$ cat config.mk
export PLATFORM = sky130hd
export DESIGN_NAME = sqrt_nr_seq_flat
export DESIGN_NICKNAME = d
export VERILOG_FILES = /design/src/rtl/sqrt_pkg.sv /design/src/rtl/sqrt_nr_seq_if.sv /design/src/rtl/sqrt_nr_step.sv /design/src/rtl/sqrt_nr_seq.sv /design/src/flat_wrapper.sv
export SDC_FILE = /design/constraint.sdc
export NUM_CORES = 1
export LEC_CHECK = 0
export ABC_AREA = 1
export CAP_MARGIN = 25
export CORE_ASPECT_RATIO = 1.1
export CORE_MARGIN = 3
export CORE_UTILIZATION = 56
export DETAILED_ROUTE_END_ITERATION = 16
export GPL_ROUTABILITY_DRIVEN = 0
export PLACE_DENSITY = 0.77
export SYNTH_ARGS = -nofsm -noshare
export SYNTH_HDL_FRONTEND = slang
export SYNTH_SLANG_ARGS = --single-unit
$ cat constraint.sdc
create_clock -name clk -period 2.4 [get_ports clk]
set_clock_uncertainty 0.2 [all_clocks]
set_input_delay 0.24 -clock clk [delete_from_list [all_inputs] [get_ports clk]]
set_output_delay 0.24 -clock clk [all_outputs]
set_load 0.005 [all_outputs]
$ cat src/rtl/sqrt_pkg.sv
// Shared types and width helpers for the sequential non-restoring square root.
package sqrt_pkg;

    typedef enum logic [1:0] {
        IDLE = 2'd0,
        CALC = 2'd1,
        FIX  = 2'd2,
        DONE = 2'd3
    } state_t;

    // Signed partial remainder width: root width plus sign and one guard bit.
    function automatic int rem_w(input int half);
        return half + 2;
    endfunction

    function automatic int cnt_w(input int half);
        return (half > 1) ? $clog2(half) : 1;
    endfunction

endpackage

$ cat src/rtl/sqrt_nr_seq_if.sv
// Operand/result handshake bundle for sqrt_nr_seq.
interface sqrt_nr_seq_if #(
    parameter int SIZE = 16
);
    localparam int HALF_SIZE = SIZE / 2;

    logic                 in_valid;
    logic                 in_ready;
    logic [SIZE-1:0]      p;
    logic                 out_valid;
    logic                 out_ready;
    logic [HALF_SIZE-1:0] u;
    logic [HALF_SIZE:0]   r;
    logic                 busy;

    modport slave (
        input  in_valid, p, out_ready,
        output in_ready, out_valid, u, r, busy
    );

    modport master (
        output in_valid, p, out_ready,
        input  in_ready, out_valid, u, r, busy
    );

endinterface

$ cat src/rtl/sqrt_nr_step.sv
// One non-restoring root iteration: folds in one radicand bit pair, yields one root bit.
module sqrt_nr_step
    import sqrt_pkg::*;
#(
    parameter  int HALF_SIZE = 8,
    localparam int RW        = rem_w(HALF_SIZE)
) (
    input  logic signed [RW-1:0]        i_r,
    input  logic        [HALF_SIZE-1:0] i_q,
    input  logic        [1:0]           i_pair,
    output logic signed [RW-1:0]        o_r,
    output logic        [HALF_SIZE-1:0] o_q
);

    logic [RW-1:0] w_shift;
    logic [RW-1:0] w_term;
    logic [RW-1:0] w_sum;
    logic [RW-1:0] w_diff;

    // A negative remainder is corrected on the next step by adding instead of subtracting.
    assign w_shift = {i_r[RW-3:0], i_pair};
    assign w_term  = {i_q, (i_r[RW-1] ? 2'b11 : 2'b01)};
    assign w_sum   = w_shift + w_term;
    assign w_diff  = w_shift - w_term;

    assign o_r = i_r[RW-1] ? signed'(w_sum) : signed'(w_diff);
    assign o_q = {i_q[HALF_SIZE-2:0], ~o_r[RW-1]};

endmodule

$ cat src/rtl/sqrt_nr_seq.sv
// Sequential integer square root, one root bit per clock, valid/ready on both sides.
module sqrt_nr_seq
    import sqrt_pkg::*;
#(
    parameter  int SIZE      = 16,
    localparam int HALF_SIZE = SIZE / 2
) (
    input  logic          clk,
    input  logic          rst,
    sqrt_nr_seq_if.slave  bus
);

    localparam int RW = rem_w(HALF_SIZE);
    localparam int CW = cnt_w(HALF_SIZE);

    state_t                  r_state;
    logic [SIZE-1:0]         r_p;
    logic [HALF_SIZE-1:0]    r_q;
    logic signed [RW-1:0]    r_rem;
    logic [CW-1:0]           r_cnt;
    logic [HALF_SIZE-1:0]    r_u;
    logic [HALF_SIZE:0]      r_r;
    logic                    r_in_ready;
    logic                    r_out_valid;
    logic                    r_busy;

    logic signed [RW-1:0]    w_step_r;
    logic [HALF_SIZE-1:0]    w_step_q;
    logic signed [RW-1:0]    w_fix_r;
    logic [RW-1:0]           w_fix_add;

    sqrt_nr_step #(
        .HALF_SIZE (HALF_SIZE)
    ) u_step (
        .i_r    (r_rem),
        .i_q    (r_q),
        .i_pair (r_p[SIZE-1:SIZE-2]),
        .o_r    (w_step_r),
        .o_q    (w_step_q)
    );

    // Final correction restores a negative remainder by adding back 2Q+1.
    assign w_fix_add = {1'b0, r_q, 1'b1};
    assign w_fix_r   = r_rem[RW-1] ? (r_rem + signed'(w_fix_add)) : r_rem;

    always_ff @(posedge clk or posedge rst) begin
        if (rst) begin
            r_state     <= IDLE;
            r_p         <= '0;
            r_q         <= '0;
            r_rem       <= '0;
            r_cnt       <= '0;
            r_u         <= '0;
            r_r         <= '0;
            r_in_ready  <= 1'b1;
            r_out_valid <= 1'b0;
            r_busy      <= 1'b0;
        end else begin
            case (r_state)
                IDLE: begin
                    if (bus.in_valid) begin
                        r_p        <= bus.p;
                        r_q        <= '0;
                        r_rem      <= '0;
                        r_cnt      <= CW'(HALF_SIZE - 1);
                        r_state    <= CALC;
                        r_in_ready <= 1'b0;
                        r_busy     <= 1'b1;
                    end
                end
                CALC: begin
                    r_rem <= w_step_r;
                    r_q   <= w_step_q;
                    r_p   <= {r_p[SIZE-3:0], 2'b00};
                    if (r_cnt == '0) begin
                        r_state <= FIX;
                    end else begin
                        r_cnt <= r_cnt - 1'b1;
                    end
                end
                FIX: begin
                    r_rem       <= w_fix_r;
                    r_u         <= r_q;
                    r_r         <= w_fix_r[HALF_SIZE:0];
                    r_state     <= DONE;
                    r_busy      <= 1'b0;
                    r_out_valid <= 1'b1;
                end
                DONE: begin
                    if (bus.out_ready) begin
                        r_state     <= IDLE;
                        r_out_valid <= 1'b0;
                        r_in_ready  <= 1'b1;
                    end
                end
                default: begin
                    r_state     <= IDLE;
                    r_in_ready  <= 1'b1;
                    r_out_valid <= 1'b0;
                    r_busy      <= 1'b0;
                end
            endcase
        end
    end

    assign bus.in_ready  = r_in_ready;
    assign bus.out_valid = r_out_valid;
    assign bus.busy      = r_busy;
    assign bus.u         = r_u;
    assign bus.r         = r_r;

endmodule

$ cat src/flat_wrapper.sv
// flat-port wrapper written by rule: the top's interface ports become plain ports
module sqrt_nr_seq_flat import sqrt_pkg::*;
#(
    parameter  int SIZE      = 16,
    localparam int HALF_SIZE = SIZE / 2
)
  (clk, rst, bus_in_valid, bus_p, bus_out_ready, bus_in_ready, bus_out_valid, bus_u, bus_r, bus_busy);
  sqrt_nr_seq_if #(.SIZE(SIZE)) bus_i ();
  input  logic clk;
  input  logic rst;
  input wire logic [$bits(bus_i.in_valid)-1:0] bus_in_valid;
  input wire logic [$bits(bus_i.p)-1:0] bus_p;
  input wire logic [$bits(bus_i.out_ready)-1:0] bus_out_ready;
  output wire logic [$bits(bus_i.in_ready)-1:0] bus_in_ready;
  output wire logic [$bits(bus_i.out_valid)-1:0] bus_out_valid;
  output wire logic [$bits(bus_i.u)-1:0] bus_u;
  output wire logic [$bits(bus_i.r)-1:0] bus_r;
  output wire logic [$bits(bus_i.busy)-1:0] bus_busy;
  assign bus_i.in_valid = bus_in_valid;
  assign bus_i.p = bus_p;
  assign bus_i.out_ready = bus_out_ready;
  assign bus_in_ready = bus_i.in_ready;
  assign bus_out_valid = bus_i.out_valid;
  assign bus_u = bus_i.u;
  assign bus_r = bus_i.r;
  assign bus_busy = bus_i.busy;
  sqrt_nr_seq #(.SIZE(SIZE)) u_core (.clk(clk), .rst(rst), .bus(bus_i));
endmodule
# Word-level counts from Yosys, hierarchy flattened
# Index checks and enable logic that the tools add are counted.
[word_totals] register_bits=59 input_bits=20 out_inout_bits=20 elab_cells=59
[op_classes] addsub=4 n_eq_ne=7 n_mux=23 bitwise=1 n_reduce_logical=14
[ops] operator="$pmux 16 s2" count=1
[ops] operator="$mux 10" count=3
[ops] operator="$pmux 10 s3" count=1
[ops] operator="$add 10x10->10" count=2
[ops] operator="$mux 16" count=1
[ops] operator="$pmux 8 s2" count=1
[ops] operator="$sub 10x10->10" count=1
[ops] operator="$reduce_and 3->1" count=3
[ops] operator="$mux 2" count=4
[ops] operator="$mux 8" count=1
[ops] operator="$pmux 2 s4" count=1
[ops] operator="$reduce_and 2->1" count=4
[ops] operator="$reduce_bool 2->1" count=4
[ops] operator="$mux 3" count=2
[ops] operator="$ne 2x2->1 const B" count=3
[ops] operator="$pmux 1 s2" count=3
[ops] operator="$pmux 3 s2" count=1
[ops] operator="$eq 2x2->1 const B" count=2
[ops] operator="$mux 1" count=4
[ops] operator="$logic_not 3->1" count=1
[ops] operator="$reduce_bool 3->1" count=1
[ops] operator="$sub 3x1->3 const B" count=1
[ops] operator="$eq 2x1->1 const B" count=1
[ops] operator="$logic_not 2->1" count=1
[ops] operator="other kinds (2)" count=2

# Logic depth before layout (Yosys ltp)
# Gate-level depths: netlist (run 1).
[logic_depth] depth_word=5 mapped_depth=14

# Hierarchy
# Synthesis (run 1) repeated with hierarchy kept, for this count alone.
[hier_totals] cells_unflattened=497 hier_area_um2=3721.1
[by_module_without_submodules] mod="sqrt_nr_seq" instances=1 cells_each=390 area_per_inst_um2=3079.2
[by_module_without_submodules] mod="sqrt_nr_step" instances=1 cells_each=107 area_per_inst_um2=641.9

# Least setup slack after synthesis (run 1)
# Ideal clock, no wire load.
[synth_timing] kind="register to register" from="register u_core.r_rem[9]" to="register u_core.r_rem[9]" setup_ns=0.116 arrival_ns=1.764 setup_slack_ns=0.320 path_stages_with_launch=12 period_less_slack_ns=2.080 path_cell_list="dfrtp_1 > buf_2 > xnor2_1 > ha_1 > a21oi_1 > nand2_1 > nand2_1 > nand4_1 > nand3_1 > nand2_1 > nand2_1 > nand2_1"
[synth_via] elab_chain_len=4
[synth_lines] element="start, declared" line="sqrt_nr_seq.sv:19" source="logic signed [RW-1:0] r_rem;"
[synth_lines] element="start signal, assigned" line="sqrt_nr_seq.sv:72" source="r_rem <= w_step_r;"
[synth_lines] element="start signal, assigned" line="sqrt_nr_seq.sv:82" source="r_rem <= w_fix_r;"
[synth_lines] element="$mux 2" line="sqrt_nr_step.sv:22" source="assign w_term = {i_q, (i_r[RW-1] ? 2'b11 : 2'b01)};"
[synth_lines] element="$sub 10x10->10 / $add 10x10->10 (equally long branches)" line="sqrt_nr_step.sv:24, sqrt_nr_step.sv:23"
[synth_lines] element="$mux 10" line="sqrt_nr_step.sv:26" source="assign o_r = i_r[RW-1] ? signed'(w_sum) : signed'(w_diff);"
[synth_lines] element="$pmux 10 s3 (*)" line="sqrt_nr_seq.sv:59" source="case (r_state)"
# Mark *: on every way between the ends. The rest lies on a longest branch, timed or not.
# A chain may end at the register's enable or synchronous reset.

# Worst setup path in the final report (run 1)
# Ends and elaborated chain as after synthesis.

==> summary.txt, run 1 <==
Status - finished, final reports clean
Cell area power density - 1420 nW/um^2
Post-synthesis cell area - 3510 sq um
Area Overhead vs Synth - 20.5%
Number of global-route vias before repair - 2890
Worst min path class - in -> reg
Initial Utilization - 59.3%
CP max FO - 12
Largest net degree at the start of global routing - 38
Vias/cell - 5.35
Die H - 89.0 um
Endpoint type of the worst setup path - flip-flop
Worst Path Buf+Inv - 0
First drt pass iteration count - 5
Relative slew slack - 75.6%
Syn_area_per_cell - 7.71 sq um
Fmax - 468 MHz
Initial antenna violation count - 0
Port Buffer Count - 39
Dpl hpwl - 5.72 mm
Final Critical Period - 2.14 ns
# diodes - 0
Pins Over Slew Limit - 0
Share of layout cells above drive strength 1 - 7.30%
CP Launch Type - flip-flop
Clock sinks - 59
Crit-path max cell delay - 0.52 ns
FF/Latch Area - 1480 sq um
Critical path arrival - 2.16 ns
Total GRT Usage - 23.6%
Hold Slack - 0.266 ns
Detailed-route DRC error count - 0
Post-synthesis sequential area ratio - 42.1%
Antenna violation net count after detailed routing - 0
Fin. Hold Viols - 0
Total die area - 7250 sq um
Crit path top cell by count - nand2_1
Final period utilization - 89.1%
DR iter-0 viols - 177
Die X - 81.4 um
Slew at the pin with the worst max-slew slack - 0.366 ns
Clock Path Buffers - 2
Critical path data required time - 2.42 ns
Cells after synthesis - 455
Synth Net Count - 498
P_leak - 0.00211 uW
CP max-delay cell - dfrtp_2
Rows - 29
Worst ir drop on vdd - 0.886 mV
Core Region - 5910 sq um
CTS tree - built
DR vias - 3127
DR WL/cell - 13.4 um
Cts bufs inserted - 9
Setup CP Type - reg -> reg
Multi-input gate area - 1760 sq um
Max cap viols - 0
Final nets - 545
Global-route wire length before repair - 13.0 mm
Most common cell after layout, fill and taps aside - nand2_1
Fin util - 71.4%
I/O pin count - 40
CTS clk-pin slew, worst paths - 0.07 ns
Filler cell count - 490
Worst path cell trace - xnor2_1 > ha_1 > a21oi_1 > nand2_1 > nand2_1 > nand4_1 > nand3_1 > nand2_1 > nand2_1 > nand2_1
Setup Viol. Count Final - 0
Final wirelength - 7.81 mm
Library cells used by synthesis - 36
Synthesis Warnings - 0
Root buffer cell - clkbuf_8
Top cell family by delay on the critical path - flip-flops
Setup TNS - 0 ns
Commonest cells after routing, fill and taps aside - nand2_1 (153), dfrtp_1 (57), inv_1 (44)
H-tree depth - 3
Gr ovfl total - 0
Post CTS Setup Buffer Count - 0
Clock latency on the worst-skew pair - 0.33 ns
RSZ-0062 raised after global routing - false
Seq cells post-synth - 59
-- worst reg2reg max path: stages, from the launching register on --
cell,delay [ns]
dfrtp_2,0.52
xnor2_1,0.17
ha_1,0.33
a21oi_1,0.31
nand2_1,0.09
nand2_1,0.08
nand4_1,0.09
nand3_1,0.10
nand2_1,0.05
nand2_1,0.06
nand2_1,0.04
-- path summary, 6_finish.rpt --
check	startpoint	to	slack [ns]	depth (start not counted)
setup / recovery	u_core.r_rem[9]	u_core.r_rem[9]	0.26	10
hold / removal	bus_p[7]	u_core.r_p[7]	0.27	3
setup reg to reg	u_core.r_rem[9]	u_core.r_rem[9]	0.26	10
hold reg to reg	u_core.r_cnt[0]	u_core.r_cnt[0]	0.28	1
max in group asynchronous	rst	u_core.r_rem[9]	0.76	4
min in group asynchronous	rst	u_core.bus.u[2]	0.56	3
-- flip-flops by register name (all words and copies together) (netlist names) --
| register | cells |
|---|---|
| u_core.bus.u | 8 |
| u_core.r_p | 16 |
| u_core.bus.r | 9 |
| u_core.r_cnt | 3 |
| u_core.r_state | 2 |
| u_core.bus.busy | 1 |
| u_core.r_rem | 10 |
| u_core.bus.out_valid | 1 |
| u_core.bus.in_ready | 1 |
| u_core.r_q | 8 |
-- logic make-up after synthesis --
group,after synthesis,share of synthesized area (%)
simple gates,223,26.3
compound gates,78,12.8
buf+inv,61,7.53
flops,59,42.1
fa+ha+maj,23,8.42
xor+xnor,10,2.50
mux,1,0.321
-- metrics by stage --
stage | setup slack, ns | cell area (sq um) | std cells | power, uW
2_1_floorplan | 0.320 | 3510 | 455 | 4110
3_3_place_gp | 0.223 | 3990 | 567 | 4890
3_5_place_dp | 0.173 | 3990 | 567 | 4970
4_1_cts | 0.160 | 4220 | 584 | 6030
5_1_grt | 0.0851 | 4230 | 584 | 6620
6_report | 0.262 | 4230 | 584 | 6010
-- metal layers --
metal	track usage (%)	vias up	share of wire, %
met4	10.1	0	2.2
met2	38.5	79	49
met3	5.04	13	4.6
met1	30.2	1457	44
li1	-	1578	-
met5	0	-	0
-- what timing repair did --
action / 4_1_cts / 5_1_grt
gates resized for setup: 0 / 1
hold endpoints to repair: 12 / 0
hold buffers: 1 / 0
endpoints found under the setup margin: 0 / 3
-- area by class of cell --
cell class / count / area share [%]
clock buffer: 10 / 3.26
clock inverter: 6 / 2.10
inverter: 49 / 4.41
multi-input combinational: 335 / 41.8
sequential: 59 / 35.0
tap: 77 / 2.28
timing repair buffer: 48 / 11.2
-- Yosys cell counts --
master	n	area (sq um)
nand2_1	153	574
a211oi_1	2	15.0
nor2_4	3	33.8
o22ai_1	9	56.3
nor3b_1	1	7.51
o21ai_1	5	25.0
nand2_4	1	11.3
a31oi_1	14	87.6
nor2_1	37	139
nand3b_1	5	37.5
a21o_1	1	7.51
dfstp_2	1	26.3
xor2_1	2	17.5
ha_1	22	275
dfrtp_1	58	1450
clkbuf_1	3	11.3
buf_4	1	7.51
o211ai_1	1	7.51
nand4_1	1	6.26
inv_1	45	169
or2_1	2	12.5
buf_2	5	25.0
a22oi_1	2	15.0
buf_6	3	33.8
xnor2_1	8	70.1
a21oi_1	15	75.1
o21ai_0	25	125
mux2_2	1	11.3
inv_4	1	6.26
o21ai_2	1	8.76
nand3_1	20	100
fa_1	1	20.0
inv_2	3	11.3
a22o_1	1	8.76
o21a_1	1	7.51
o2bb2ai_1	1	8.76
-- report_power, final --
| group | internal (uW) | switching, uW |
|---|---|---|
| clock network | 612 | 406 |
| logic | 1330 | 1960 |
| registers | 1400 | 303 |
Power figures use the tool's default switching activity.
==> run 2: changes to the inputs <==
--- a/config.mk
+++ b/config.mk
@@ -13,6 +13,7 @@
 export DETAILED_ROUTE_END_ITERATION = 16
 export GPL_ROUTABILITY_DRIVEN = 0
 export PLACE_DENSITY = 0.77
+export SETUP_SLACK_MARGIN = 0.05
 export SYNTH_ARGS = -nofsm -noshare
 export SYNTH_HDL_FRONTEND = slang
 export SYNTH_SLANG_ARGS = --single-unit
==> results of run 2 <==
Final layout, timing and power as in run 1 (identical DEF).
